===== src/rtl/mips_pkg.sv =====
`default_nettype none
// ============================================================================
// Module      : mips_pkg
// Description : Shared opcodes, FSM state and access-size types for the MIPS pipeline.
// Revision    : 1.0
// ============================================================================
package mips_pkg;

    localparam logic [5:0] OP_LW  = 6'h23;
    localparam logic [5:0] OP_LH  = 6'h21;
    localparam logic [5:0] OP_LHU = 6'h25;
    localparam logic [5:0] OP_LB  = 6'h20;
    localparam logic [5:0] OP_LBU = 6'h24;
    localparam logic [5:0] OP_SW  = 6'h2B;
    localparam logic [5:0] OP_SH  = 6'h29;
    localparam logic [5:0] OP_SB  = 6'h28;

    typedef enum logic [0:0] {IDLE, WAIT} lsu_state_e;

    typedef enum logic [1:0] {SZ_B, SZ_H, SZ_W} size_e;

endpackage
`default_nettype wire


===== src/rtl/load_ext.sv =====
`default_nettype none
// ============================================================================
// Module      : load_ext
// Description : Selects the addressed byte/half lane of read data and extends it.
// Revision    : 1.0
// ============================================================================
module load_ext
    import mips_pkg::*;
(
    input  logic [31:0] rdata,
    input  logic [1:0]  addr,
    input  size_e       size,
    input  logic        sign,
    output logic [31:0] data
);

    logic [31:0] w_byte_sh;
    logic [31:0] w_half_sh;

    assign w_byte_sh = rdata >> {addr, 3'b000};
    assign w_half_sh = rdata >> {addr[1], 4'b0000};

    always_comb begin
        data = rdata;
        case (size)
            SZ_B:    data = {{24{sign & w_byte_sh[7]}}, w_byte_sh[7:0]};
            SZ_H:    data = {{16{sign & w_half_sh[15]}}, w_half_sh[15:0]};
            default: data = rdata;
        endcase
    end

endmodule
`default_nettype wire


===== src/rtl/mem_stage_lsu.sv =====
`default_nettype none
// ============================================================================
// Module      : mem_stage_lsu
// Description : M-stage load/store unit: req/ack memory handshake, timeout, M/W latch.
// Revision    : 1.0
// ============================================================================
module mem_stage_lsu
    import mips_pkg::*;
#(
    parameter int unsigned MAX_WAIT = 16
)
(
    input  logic        clk,
    input  logic        reset,
    input  logic [31:0] a_PC_M,
    input  logic [31:0] instr_M,
    input  logic [31:0] v_ALUout_M,
    input  logic [31:0] v_R2_M,
    input  logic [4:0]  a_WB_M,
    input  logic [31:0] v_WB_M,
    output logic        m_req,
    output logic        m_we,
    output logic [31:0] m_addr,
    output logic [3:0]  m_byteen,
    output logic [31:0] m_wdata,
    input  logic [31:0] m_rdata,
    input  logic        m_ack,
    output logic        stall_M,
    output logic [31:0] a_PC_W,
    output logic [31:0] instr_W,
    output logic [4:0]  a_WB_W,
    output logic [31:0] v_WB_W,
    output logic        misalign_W,
    output logic        buserr_W
);

    localparam logic [7:0] c_MAX_WAIT = 8'(MAX_WAIT);

    lsu_state_e  r_state, w_state_n;
    logic [7:0]  r_cnt, w_cnt_n;

    logic        w_is_load, w_is_store, w_signed, w_aligned;
    logic        w_misalign, w_go, w_done, w_abort;
    size_e       w_size;
    logic [3:0]  w_lanes;
    logic [31:0] w_ext;

    always_comb begin
        w_is_load  = 1'b0;
        w_is_store = 1'b0;
        w_signed   = 1'b0;
        w_size     = SZ_W;
        case (instr_M[31:26])
            OP_LW:  begin w_is_load = 1'b1; w_size = SZ_W; end
            OP_LH:  begin w_is_load = 1'b1; w_size = SZ_H; w_signed = 1'b1; end
            OP_LHU: begin w_is_load = 1'b1; w_size = SZ_H; end
            OP_LB:  begin w_is_load = 1'b1; w_size = SZ_B; w_signed = 1'b1; end
            OP_LBU: begin w_is_load = 1'b1; w_size = SZ_B; end
            OP_SW:  begin w_is_store = 1'b1; w_size = SZ_W; end
            OP_SH:  begin w_is_store = 1'b1; w_size = SZ_H; end
            OP_SB:  begin w_is_store = 1'b1; w_size = SZ_B; end
            default: ;
        endcase
    end

    always_comb begin
        w_aligned = 1'b1;
        w_lanes   = 4'b1111;
        case (w_size)
            SZ_W: begin
                w_aligned = (v_ALUout_M[1:0] == 2'b00);
                w_lanes   = 4'b1111;
            end
            SZ_H: begin
                w_aligned = ~v_ALUout_M[0];
                w_lanes   = v_ALUout_M[1] ? 4'b1100 : 4'b0011;
            end
            default: w_lanes = 4'b0001 << v_ALUout_M[1:0];
        endcase
    end

    assign w_misalign = (w_is_load | w_is_store) & ~w_aligned;
    assign w_go       = (w_is_load | w_is_store) & w_aligned;

    assign m_addr   = {v_ALUout_M[31:2], 2'b00};
    assign m_we     = m_req & w_is_store;
    assign m_byteen = (w_go & w_is_store) ? w_lanes : 4'b0000;

    always_comb begin
        m_wdata = v_R2_M;
        case (w_size)
            SZ_H:    m_wdata = {2{v_R2_M[15:0]}};
            SZ_B:    m_wdata = {4{v_R2_M[7:0]}};
            default: m_wdata = v_R2_M;
        endcase
    end

    load_ext u_load_ext (
        .rdata (m_rdata),
        .addr  (v_ALUout_M[1:0]),
        .size  (w_size),
        .sign  (w_signed),
        .data  (w_ext)
    );

    always_ff @(posedge clk) begin
        if (reset) begin
            r_state <= IDLE;
            r_cnt   <= 8'd0;
        end else begin
            r_state <= w_state_n;
            r_cnt   <= w_cnt_n;
        end
    end

    // Ack takes priority over the timeout when both land in the same cycle.
    always_comb begin
        w_state_n = r_state;
        w_cnt_n   = r_cnt;
        m_req     = 1'b0;
        stall_M   = 1'b0;
        w_done    = 1'b0;
        w_abort   = 1'b0;
        case (r_state)
            IDLE: begin
                if (w_go) begin
                    m_req = 1'b1;
                    if (m_ack) begin
                        w_done = 1'b1;
                    end else begin
                        stall_M   = 1'b1;
                        w_state_n = WAIT;
                        w_cnt_n   = 8'd1;
                    end
                end
            end
            WAIT: begin
                m_req = 1'b1;
                if (m_ack) begin
                    w_done    = 1'b1;
                    w_state_n = IDLE;
                    w_cnt_n   = 8'd0;
                end else if (r_cnt == c_MAX_WAIT) begin
                    w_abort   = 1'b1;
                    w_state_n = IDLE;
                    w_cnt_n   = 8'd0;
                end else begin
                    stall_M = 1'b1;
                    w_cnt_n = r_cnt + 8'd1;
                end
            end
            default: w_state_n = IDLE;
        endcase
    end

    always_ff @(posedge clk) begin
        if (reset || stall_M) begin
            a_PC_W     <= 32'd0;
            instr_W    <= 32'd0;
            a_WB_W     <= 5'd0;
            v_WB_W     <= 32'd0;
            misalign_W <= 1'b0;
            buserr_W   <= 1'b0;
        end else begin
            a_PC_W     <= a_PC_M;
            instr_W    <= instr_M;
            a_WB_W     <= (w_is_store | w_misalign | w_abort) ? 5'd0 : a_WB_M;
            v_WB_W     <= (w_done & w_is_load) ? w_ext : v_WB_M;
            misalign_W <= w_misalign;
            buserr_W   <= w_abort;
        end
    end

endmodule
`default_nettype wire


===== config.mk =====
export PLATFORM = sky130hd
export DESIGN_NAME = mem_stage_lsu
export DESIGN_NICKNAME = d
export VERILOG_FILES = /design/src/rtl/mips_pkg.sv /design/src/rtl/load_ext.sv /design/src/rtl/mem_stage_lsu.sv
export SDC_FILE = /design/constraint.sdc
export NUM_CORES = 1
export LEC_CHECK = 0
export ABC_AREA = 1
export CAP_MARGIN = 10
export CORE_AREA = 2 2 147 149
export CTS_BUF_LIST = sky130_fd_sc_hd__clkbuf_2 sky130_fd_sc_hd__clkbuf_4 sky130_fd_sc_hd__clkbuf_8
export DETAILED_ROUTE_END_ITERATION = 12
export DIE_AREA = 0 0 149 151
export HOLD_SLACK_MARGIN = 0.02
export PLACE_DENSITY = 0.65
export SYNTH_ARGS = -nofsm -noshare
export SYNTH_HDL_FRONTEND = slang
export SYNTH_SLANG_ARGS = --single-unit

===== constraint.sdc =====
create_clock -name clk -period 1.7 [get_ports clk]
set_input_delay 0.255 -clock clk [delete_from_list [all_inputs] [get_ports clk]]
set_output_delay 0.255 -clock clk [all_outputs]
set_load 0.02 [all_outputs]

==> impl_metrics.tcl <==
set metrics [dict create \
    cts_max_path_buffers 2 \
    cp_common_cell "nand2_4" \
    final_common_cell "clkdlybuf4s50_1" \
    syn2layout_area_growth_pct 72.5 \
    ys_ff_latch 112 \
    core-area_um2 20800 \
    timing.fmax_mhz 578 \
    grt_pass1_vias 5910 \
    yosys.cell_types.count 33 \
    worstSetupEndpoint "stall_M" \
    synth-main-ff-cell "dfxtp_1" \
    cts-buffers-inserted 9 \
    period_share 1.02 \
    first_iter_violations 291 \
    setup_slack_ns -0.0313 \
    path_buf_inv 2 \
    insertion_delay_ns 0.38 \
    grt_pass1_wl_mm 31.2 \
    vias 6257 \
    endpoint_kind "output pin" \
    rsz0062_at_grt "true" \
    drv_slew 0 \
    routed_wl_mm 21.5 \
    crit_arrival_ns 1.48 \
    worstSetupPathType "reg2out" \
    antenna_left 0 \
    p_per_area_nw_per_um2 622 \
    final_cell_mix "clkdlybuf4s50_1, nand2_1, nor2_1" \
    initial_utilization 0.272 \
    synth_edf_count 0 \
    die_w_um 149 \
    r2r-end "v_WB_W[24]$_SDFF_PP0_" \
    hp-class "in2reg" \
    antenna_cells 0 \
    cts_tree "built" \
    critPathLaunchType "flip-flop" \
    async_flop_share 0 \
    startpoint "r_cnt[0]$_SDFFE_PP0P_" \
    cts.sinks 112 \
    post-route-cell-area_um2 9780 \
    yosysSeqAreaShare 0.395 \
    period_minus_slack_ns 1.73 \
    grt_max_degree 53 \
    post_dp_cell_area_um2 9260 \
    path_cells "inv_2 -> ha_4 -> nor3b_4 -> nand2_2 -> nand2_4 -> nand2_4 -> buf_6" \
    via_per_inst 4.27 \
    path_max_fanout 2 \
    max_stage_delay_ns 0.34 \
    first_pass_iters 5 \
    route.detailed.drc 0 \
    r2r_slack_ns -0.01 \
    numPortBuffers 311 \
    cp.depth 7 \
    violations "negative setup slack" \
    clock_skew_ns 0.0138 \
    globalRoute.totalOverflow 0 \
    routedWlPerCell_um 14.7 \
    netlist_instances 843 \
    die_h_um 151 \
    setup_viol 3 \
    gr-usage-all-layers 0.183 \
    htree_levels 3 \
    place_congestion 0.885 \
    row_count 53 \
    drive_above_1_share 0.193 \
    ys_warn_count 0 \
    antenna_found_initial 1 \
    holdWs_ns 0.239 \
    path_clk_slew_ns 0.11 \
    required_ns 1.44 \
    netlist_area_um2 5670 \
    leakage_nw 4.86 \
    hold_buffers 0 \
    cp_top_family "simple AND/OR/NAND/NOR gates" \
    hpwl_mm 17.0 \
    finish.net_count 1388 \
    hold_violations 0 \
    cts-root-buf "clkbuf_8" \
    status "finished with violations" \
    slowest_stage "dfxtp_2" \
    reg2reg_depth 11 \
    r2r_start "r_cnt[0]$_SDFFE_PP0P_" \
    drv_cap 0 \
    worst_ir_drop_vdd_v 0.000281 \
    io_pins 374 \
    syn_area_per_cell_um2 6.73 \
    die-area_um2 22500 \
]
[layer usage]
metal | routed length (um) | global-route usage
met4 | 773 | 0.0748
met5 | 13 | 0
met3 | 1750 | 0.0491
met1 | 7900 | 0.189
met2 | 11100 | 0.349
[power by group]
group	switching, W	internal [W]
Sequential	0.0000361	0.00276
Combinational	0.000826	0.000901
Clock	0.000989	0.000568
[flip-flops by register name (all words and copies together) (netlist names)]
name        count
a_PC_W         32
r_cnt           8
buserr_W        1
r_state         1
instr_W        32
a_WB_W          5
v_WB_W         32
misalign_W      1
[worst min-delay path by stage]
stage	start	to	slack (ns)	cells past startpoint
after global placement	v_ALUout_M[14]	m_addr[14]	0.51	0
after floorplan	a_PC_M[0]	a_PC_W[0]$_SDFF_PP0_	0.37	2
final	instr_M[27]	instr_W[27]$_SDFF_PP0_	0.24	4
after global routing	instr_M[27]	instr_W[27]$_SDFF_PP0_	0.21	4
after CTS	instr_M[29]	instr_W[29]$_SDFF_PP0_	0.22	4
after detailed placement	v_ALUout_M[14]	m_addr[14]	0.51	0
[final cells by class]
class	instances	area, um2
clock buffers	9	124
clock inverters	6	62.6
fillers	2099	11000
inverters	138	538
multi-input cells	519	2610
flip-flops and latches	112	2250
well taps	275	344
repair buffers	406	3860
[worst register-to-register path: stages, from the launching register on]
cell and delay [ns]:
dfxtp_2 0.34, inv_2 0.07, ha_4 0.13, nor3b_4 0.20
nand2_2 0.10, nand2_4 0.08, nand2_4 0.05, buf_4 0.14
nor2_8 0.17, buf_12 0.17, nand2_1 0.07, nor2_1 0.12
[cells by family (layout without fill, tap and decap cells)]
logic type      count (synthesis)  in the layout  synth area share
flops                         112            112             0.395
xor+xnor                        4              4           0.00618
fa+ha+maj                       2              2           0.00441
other cells                     1              2          0.000661
compound gates                 64             64            0.0682
buf+inv                       213            559             0.185
simple gates                  447            447             0.340
[metrics by stage]
| step | total power (W) | worst slack (ns) | TNS (ns) | std cells | utilization |
|---|---|---|---|---|---|
| global placement | 0.00453 | -0.703 | -71.31 | 1434 | 0.445 |
| global route | 0.00643 | -0.123 | -1.96 | 1465 | 0.470 |
| floorplan | 0.00367 | 0.138 | 0 | 844 | - |
| CTS | 0.00616 | -0.0694 | -0.126 | 1461 | 0.464 |
| detailed placement | 0.00454 | -0.733 | -74.60 | 1434 | 0.445 |
| finish | 0.00608 | -0.0313 | -0.0400 | 1465 | 0.470 |
[cell usage after synthesis, types with 6 or more instances]
master | count | share of area
inv_1 | 131 | 0.087
dfxtp_1 | 112 | 0.40
buf_6 | 7 | 0.014
nand2_1 | 227 | 0.15
nand3_1 | 35 | 0.031
nand4_1 | 8 | 0.0088
clkbuf_1 | 6 | 0.0040
a21oi_1 | 15 | 0.013
nand2_2 | 7 | 0.0077
buf_2 | 11 | 0.0097
a22oi_1 | 8 | 0.011
o211ai_1 | 17 | 0.023
buf_4 | 49 | 0.065
nor2_1 | 145 | 0.096
inv_2 | 7 | 0.0046
o21ai_0 | 23 | 0.020
[timing repair]
action | CTS | global route
resized for setup | 193 | 34
gates cloned | 1 | 0
pin swaps | 18 | 16
setup endpoints to repair | 134 | 42
buffers inserted | 11 | 5
(Power assumes the default switching activity.)
